--- config.mk ---
export PLATFORM = sky130hd
export DESIGN_NAME = lcd_ctrl
export DESIGN_NICKNAME = d
export VERILOG_FILES = /design/src/rtl/lcd_ctrl_pkg.sv /design/src/rtl/lcd_fifo.sv /design/src/rtl/lcd_ctrl.sv
export SDC_FILE = /design/constraint.sdc
export NUM_CORES = 1
export LEC_CHECK = 0
export CORE_UTILIZATION = 51
export CTS_BUF_LIST = sky130_fd_sc_hd__clkbuf_16
export DETAILED_ROUTE_END_ITERATION = 8
export PLACE_DENSITY_LB_ADDON = 0.2
export SYNTH_ARGS = -nofsm -noshare
export SYNTH_HDL_FRONTEND = slang
export SYNTH_SLANG_ARGS = --single-unit
--- constraint.sdc ---
create_clock -name clk -period 3.3 [get_ports clk]
set_input_delay 0.66 -clock clk [delete_from_list [all_inputs] [get_ports clk]]
set_output_delay 0.66 -clock clk [all_outputs]
set_load 0.03 [all_outputs]
--- src/rtl/lcd_ctrl_pkg.sv ---
// Shared encodings for the character-LCD controller: FSM states, lcd pin
// positions, the queued entry layout and the long-command decode.
package lcd_ctrl_pkg;

   localparam logic [2:0] ST_IDLE  = 3'd0;
   localparam logic [2:0] ST_SETUP = 3'd1;
   localparam logic [2:0] ST_PULSE = 3'd2;
   localparam logic [2:0] ST_HOLD  = 3'd3;
   localparam logic [2:0] ST_WAIT  = 3'd4;

   localparam int LCD_E  = 10;
   localparam int LCD_RS = 9;
   localparam int LCD_RW = 8;

   typedef struct packed {
      logic       rs;
      logic [7:0] db;
   } lcd_entry_t;

   // Clear display / return home need the long execution wait.
   function automatic logic is_long_cmd(input lcd_entry_t e);
      return !e.rs && (e.db == 8'h01 || e.db == 8'h02 || e.db == 8'h03);
   endfunction

endpackage

--- src/rtl/lcd_fifo.sv ---
// 4-entry command FIFO. A push into a full FIFO is taken only when a pop
// frees a slot on the same edge; the caller detects drops from full/pop.
module lcd_fifo
   import lcd_ctrl_pkg::*;
(
   input  logic       clk,
   input  logic       reset,
   input  logic       push,
   input  logic       pop,
   input  lcd_entry_t din,
   output lcd_entry_t dout,
   output logic       full,
   output logic       empty,
   output logic [2:0] count
);

   lcd_entry_t mem [4];
   logic [1:0] wr_ptr, rd_ptr;
   logic       do_push, do_pop;

   assign full    = (count == 3'd4);
   assign empty   = (count == 3'd0);
   assign do_pop  = pop && !empty;
   assign do_push = push && (!full || do_pop);
   assign dout    = mem[rd_ptr];

   // Storage array; no reset needed, validity is tracked by count.
   always_ff @(posedge clk) begin
      if (do_push) mem[wr_ptr] <= din;
   end

   // Pointers wrap naturally at 2 bits; count tracks occupancy 0..4.
   always_ff @(posedge clk or negedge reset) begin
      if (!reset) begin
         wr_ptr <= 2'd0;
         rd_ptr <= 2'd0;
         count  <= 3'd0;
      end else begin
         if (do_push) wr_ptr <= wr_ptr + 2'd1;
         if (do_pop)  rd_ptr <= rd_ptr + 2'd1;
         count <= count + {2'b0, do_push} - {2'b0, do_pop};
      end
   end

endmodule

--- src/rtl/lcd_ctrl.sv ---
// Memory-mapped HD44780 controller: CPU stores queue {RS,DB} entries and a
// timing FSM plays each one out as setup / E pulse / hold / execution wait.
module lcd_ctrl
   import lcd_ctrl_pkg::*;
#(
   parameter int SETUP_CYC = 4,
   parameter int PULSE_CYC = 16,
   parameter int HOLD_CYC  = 4,
   parameter int EXEC_CYC  = 2500,
   parameter int LONG_CYC  = 102500,
   parameter int CW        = 17
) (
   input  logic        clk,
   input  logic        reset,
   input  logic        cs,
   input  logic        memwrite,
   input  logic [31:0] writedata,
   output logic [31:0] readdata,
   output logic [10:0] lcd
);

   logic          wr_cyc, push, clr_ovf, pop;
   logic          full, empty, overflow, busy;
   logic [2:0]    count;
   logic [2:0]    state;
   logic [CW-1:0] dly;
   lcd_entry_t    fifo_in, head, ent;
   logic          unused_wdata;

   assign wr_cyc       = cs && memwrite;
   assign push         = wr_cyc && !writedata[31];
   assign clr_ovf      = wr_cyc && writedata[31];
   assign fifo_in      = '{rs: writedata[8], db: writedata[7:0]};
   assign pop          = (state == ST_IDLE) && !empty;
   assign unused_wdata = ^writedata[30:9];

   lcd_fifo u_fifo (
      .clk   (clk),
      .reset (reset),
      .push  (push),
      .pop   (pop),
      .din   (fifo_in),
      .dout  (head),
      .full  (full),
      .empty (empty),
      .count (count)
   );

   // Sticky overflow: set when a push finds no free slot, cleared by command.
   always_ff @(posedge clk or negedge reset) begin
      if (!reset)                     overflow <= 1'b0;
      else if (clr_ovf)               overflow <= 1'b0;
      else if (push && full && !pop)  overflow <= 1'b1;
   end

   // Timing FSM; lcd is driven only from here so the pins are fully registered.
   always_ff @(posedge clk or negedge reset) begin
      if (!reset) begin
         state <= ST_IDLE;
         dly   <= '0;
         ent   <= '0;
         lcd   <= '0;
      end else begin
         case (state)
            ST_IDLE: if (pop) begin
               ent   <= head;
               lcd   <= {1'b0, head.rs, 1'b0, head.db};
               dly   <= CW'(SETUP_CYC - 1);
               state <= ST_SETUP;
            end
            ST_SETUP: if (dly == '0) begin
               lcd[LCD_E] <= 1'b1;
               dly        <= CW'(PULSE_CYC - 1);
               state      <= ST_PULSE;
            end else dly <= dly - 1'b1;
            ST_PULSE: if (dly == '0) begin
               lcd[LCD_E] <= 1'b0;
               dly        <= CW'(HOLD_CYC - 1);
               state      <= ST_HOLD;
            end else dly <= dly - 1'b1;
            ST_HOLD: if (dly == '0) begin
               dly   <= is_long_cmd(ent) ? CW'(LONG_CYC - 1) : CW'(EXEC_CYC - 1);
               state <= ST_WAIT;
            end else dly <= dly - 1'b1;
            ST_WAIT: if (dly == '0) state <= ST_IDLE;
                     else dly <= dly - 1'b1;
            default: state <= ST_IDLE;
         endcase
      end
   end

   assign busy     = (state != ST_IDLE) || (count != 3'd0);
   assign readdata = {25'd0, count, overflow, 1'b0, full, busy};

endmodule
==> summary by stage <==
Clock network
In this run, CTS created clock tree buffers numbering 9. In this run the deepest clock path goes through 2 buffers. The clock reaches the later pin of the worst-skew pair after ~0.33 ns. In this run the clock root is driven by a clkbuf_16. The number of hold-repair buffers added at the cts stage is 0. CTS built an H-tree with a depth of 3. In this run the post-CTS setup repair buffer count came out at 0. The post-cts resize count is 0. Clock-pin slew was measured on the worst setup and hold paths at 0.06 ns.

TritonCTS built the clock tree. The number of sinks on the clock net is 74.

Yosys
The top cell type by area accounts for 29.7% of the synthesized area. The area of the mapped netlist is 0.00363 mm2. Counting distinct cell types in the post-synthesis netlist gives 53. The number of synthesized register bits is 74. The synthesis warning total is 0.

The biggest area consumer among synthesized cells is edfxtp_1. The main flop type after synthesis is dfrtp_1. In this run, synthesis inferred 36 flip-flops with an integrated enable. Synthesis produced a netlist whose cell count is 300. The sequential element share of the synthesized area is 55.9%. After synthesis, the share of flip-flops with an asynchronous set or reset is 51.4%.

In the post-synthesis netlist, the biggest area contributors are edfxtp_1 30%, dfrtp_1 26%, buf_4 6.2%, mux4_2 5.6%, o21ai_0 2.9%. The average footprint of a synthesized cell is 12.1 um2.

Place
The total instance count after detailed placement is roughly 410. The weighted congestion at the end of routability-driven global placement is 0.781. After detailed placement, the total cell area comes to just under 0.004 mm2.

The number of I/O port buffers is 29. Once detailed placement completed, the half-perimeter wirelength came to 4470 um.

Floorplan
Measured along the x axis, the die boundary spans 86.4 um. For this design the top-level I/O count stands at 79. The initial standard-cell utilization of the core is 53.2%. The floorplan step set the die height to between 80 and 90 um. The overall die area is around 0.0075 mm2.

After floorplanning, the core was sized to cover a little under 0.007 mm2. After floorplanning, the core was divided into 30 placement rows.

Power
Across the VDD grid, the largest voltage drop is 0.433 mV. After layout, the design draws a total of 2.40 mW. The analysis attributes to cell leakage a power of roughly 1.6 nW.

In this run the power density over the cells is 573 mW/mm2.

Global route
The pin count of the biggest net entering global routing is 39. In the global route stage, overall resource usage came out at 19.6%. The first global-routing pass estimated 10,900 um of wire. The number of antenna violations at the first check in global routing is 0. Summed over all layers, the global routing overflow is 0. The via count of the first global-routing pass came to 2,184.

Timing
The minimum hold slack is 0.433 ns. Setup repair after global routing left no endpoint under its margin. The setup TNS is 0 ns. The count of endpoints failing setup in the final report is 0.

The tightest slew margin relative to the limit is between 40% and 50%. The final period demand of the worst path is around 2.8 ns. Of the available clock period, the critical path in the final layout requires 86.0%. The number of hold violations in the final report is 0. The final max-slew violation count was 0. The achievable frequency is 352 MHz.

The maximum clock skew at final layout is 0.00674 ns. For the pin with the worst max-slew slack, the measured transition is 0.848 ns.

Worst setup path
Of all nets on the critical path, the largest fanout is 13. STA classifies the critical path startpoint as a register. STA classifies the critical path endpoint as an output pin. The count of cells along the worst register-to-register path is 8. For the worst setup path, the data required time is 2.64 ns. The class of the most critical setup path is register to output pin. Data on the critical path arrives at its endpoint at 2.18 ns.

Cells and area
The library cell used most frequently in the layout, excluding fill and tap cells, is dfrtp_1. The share of final-layout standard cells stronger than drive strength 1 is 14.4%. 0 antenna diodes ended up in the layout.

Summing all non-filler instances in the final layout gives an area of 0.00420 mm2. The finished layout holds approximately 430 standard cells, fillers aside. Counting the fill cells in the layout gives 545. The growth of design area from synthesis to finish is 15.5%. In the layout the commonest cells are 38 x dfrtp_1, 36 x edfxtp_1, 28 x clkdlybuf4s50_1, 27 x conb_1, 21 x o21ai_0. The final net count is 372.

Routing
After detailed routing, the average wire length per cell comes to about 15 um. The remaining antenna violation count is 0. The iteration count of the initial detailed-routing pass is 4. The number of DRC markers in iteration 0 is 115. The DRC violation count after routing is 0. The number of vias per cell is 5.32. Wires add up to 6430 um. The routed layout has ~2.3k vias.

Flow run
The reported max-cap violation count is 0.

Outcome
The run finished with clean final reports.

Hold path
The min-delay analysis places its worst path in the category primary input to async pin.
[flip-flops by register name (all words and copies together), names as in the netlist]
signal         count
lcd                2
dly               17
u_fifo.mem        36
u_fifo.wr_ptr      2
state              3
overflow           1
u_fifo.count       3
ent                8
u_fifo.rd_ptr      2
[critical path: stages (launching register included)]
cell	delay [ns]
dfrtp_1	0.51
nor2_1	0.37
and3_1	0.29
inv_1	0.07
clkdlybuf4s50_1	0.59
[layout make-up]
| class | count | area (um2) | share of cell area, % |
|---|---|---|---|
| flip-flops and latches | 74 | 2030 | 48.4 |
| multi-input cells | 200 | 1390 | 33.1 |
| repair buffers | 31 | 300 | 7.16 |
| clock buffers | 9 | 225 | 5.37 |
| well taps | 96 | 120 | 2.86 |
| clock inverters | 7 | 85.1 | 2.03 |
| inverters | 12 | 45.0 | 1.07 |
[cells in the mapped netlist, types with 2 or more instances]
cell and instances:
o21ai_0 21, nand2_1 19, buf_4 30, xor2_1 3, o311ai_0 3, or2_2 3, a21o_1 2, nor2b_1 3
nor3_1 16, nor2_1 14, or4_4 2, dfrtp_1 38, a31oi_1 4, clkbuf_1 7, a21oi_1 5, ha_1 7
inv_1 12, nor4_1 4, or3_1 5, xnor2_1 5, mux2i_1 2, or4_1 2, mux2_2 9, mux4_2 9
o21a_1 2, edfxtp_1 36, nand3_1 7, and2_1 4, and3_1 2
[per-stage QoR]
step | utilization [%] | setup slack, ns
global route | 61.4 | 0.327
detailed placement | 56.9 | 0.778
floorplan | - | 0.895
CTS | 61.4 | 0.457
global placement | 56.9 | 0.797
finish | 61.4 | 0.462
[metal layers]
layer,GRT usage [%],up-vias,part of all wire (%)
met4,10.2,0,2.5
li1,-,1097,-
met5,0,-,0
met1,26.3,1129,45
met2,30.5,46,49
met3,4.00,12,3.0
[cells by family after synthesis]
family	synth area share, %
mux	8.92
other cells	0.103
xor+xnor	1.93
flops	55.9
buf+inv	8.71
compound gates	8.47
fa+ha+maj	2.96
simple gates	13.0
[worst paths after layout]
path | startpoint | end | slack [ns]
max | state[0] | readdata[0] | 0.46
min | reset | ent[8] | 0.43
max reg2reg | dly[0] | dly[13] | 0.69
min reg2reg | dly[14] | dly[14] | 0.50
max in group asynchronous | reset | u_fifo.count[2] | 2.33
min in group clk | dly[14] | dly[14] | 0.50
[where the power goes]
group | leakage [nW] | internal [mW] | switching, mW
sequential | 0.777 | 1.03 | 0.0390
combinational | 0.677 | 0.125 | 0.202
clock | 0.153 | 0.601 | 0.404
total | 1.61 | 1.76 | 0.645
Note: power is estimated with default switching activity, not from simulation.
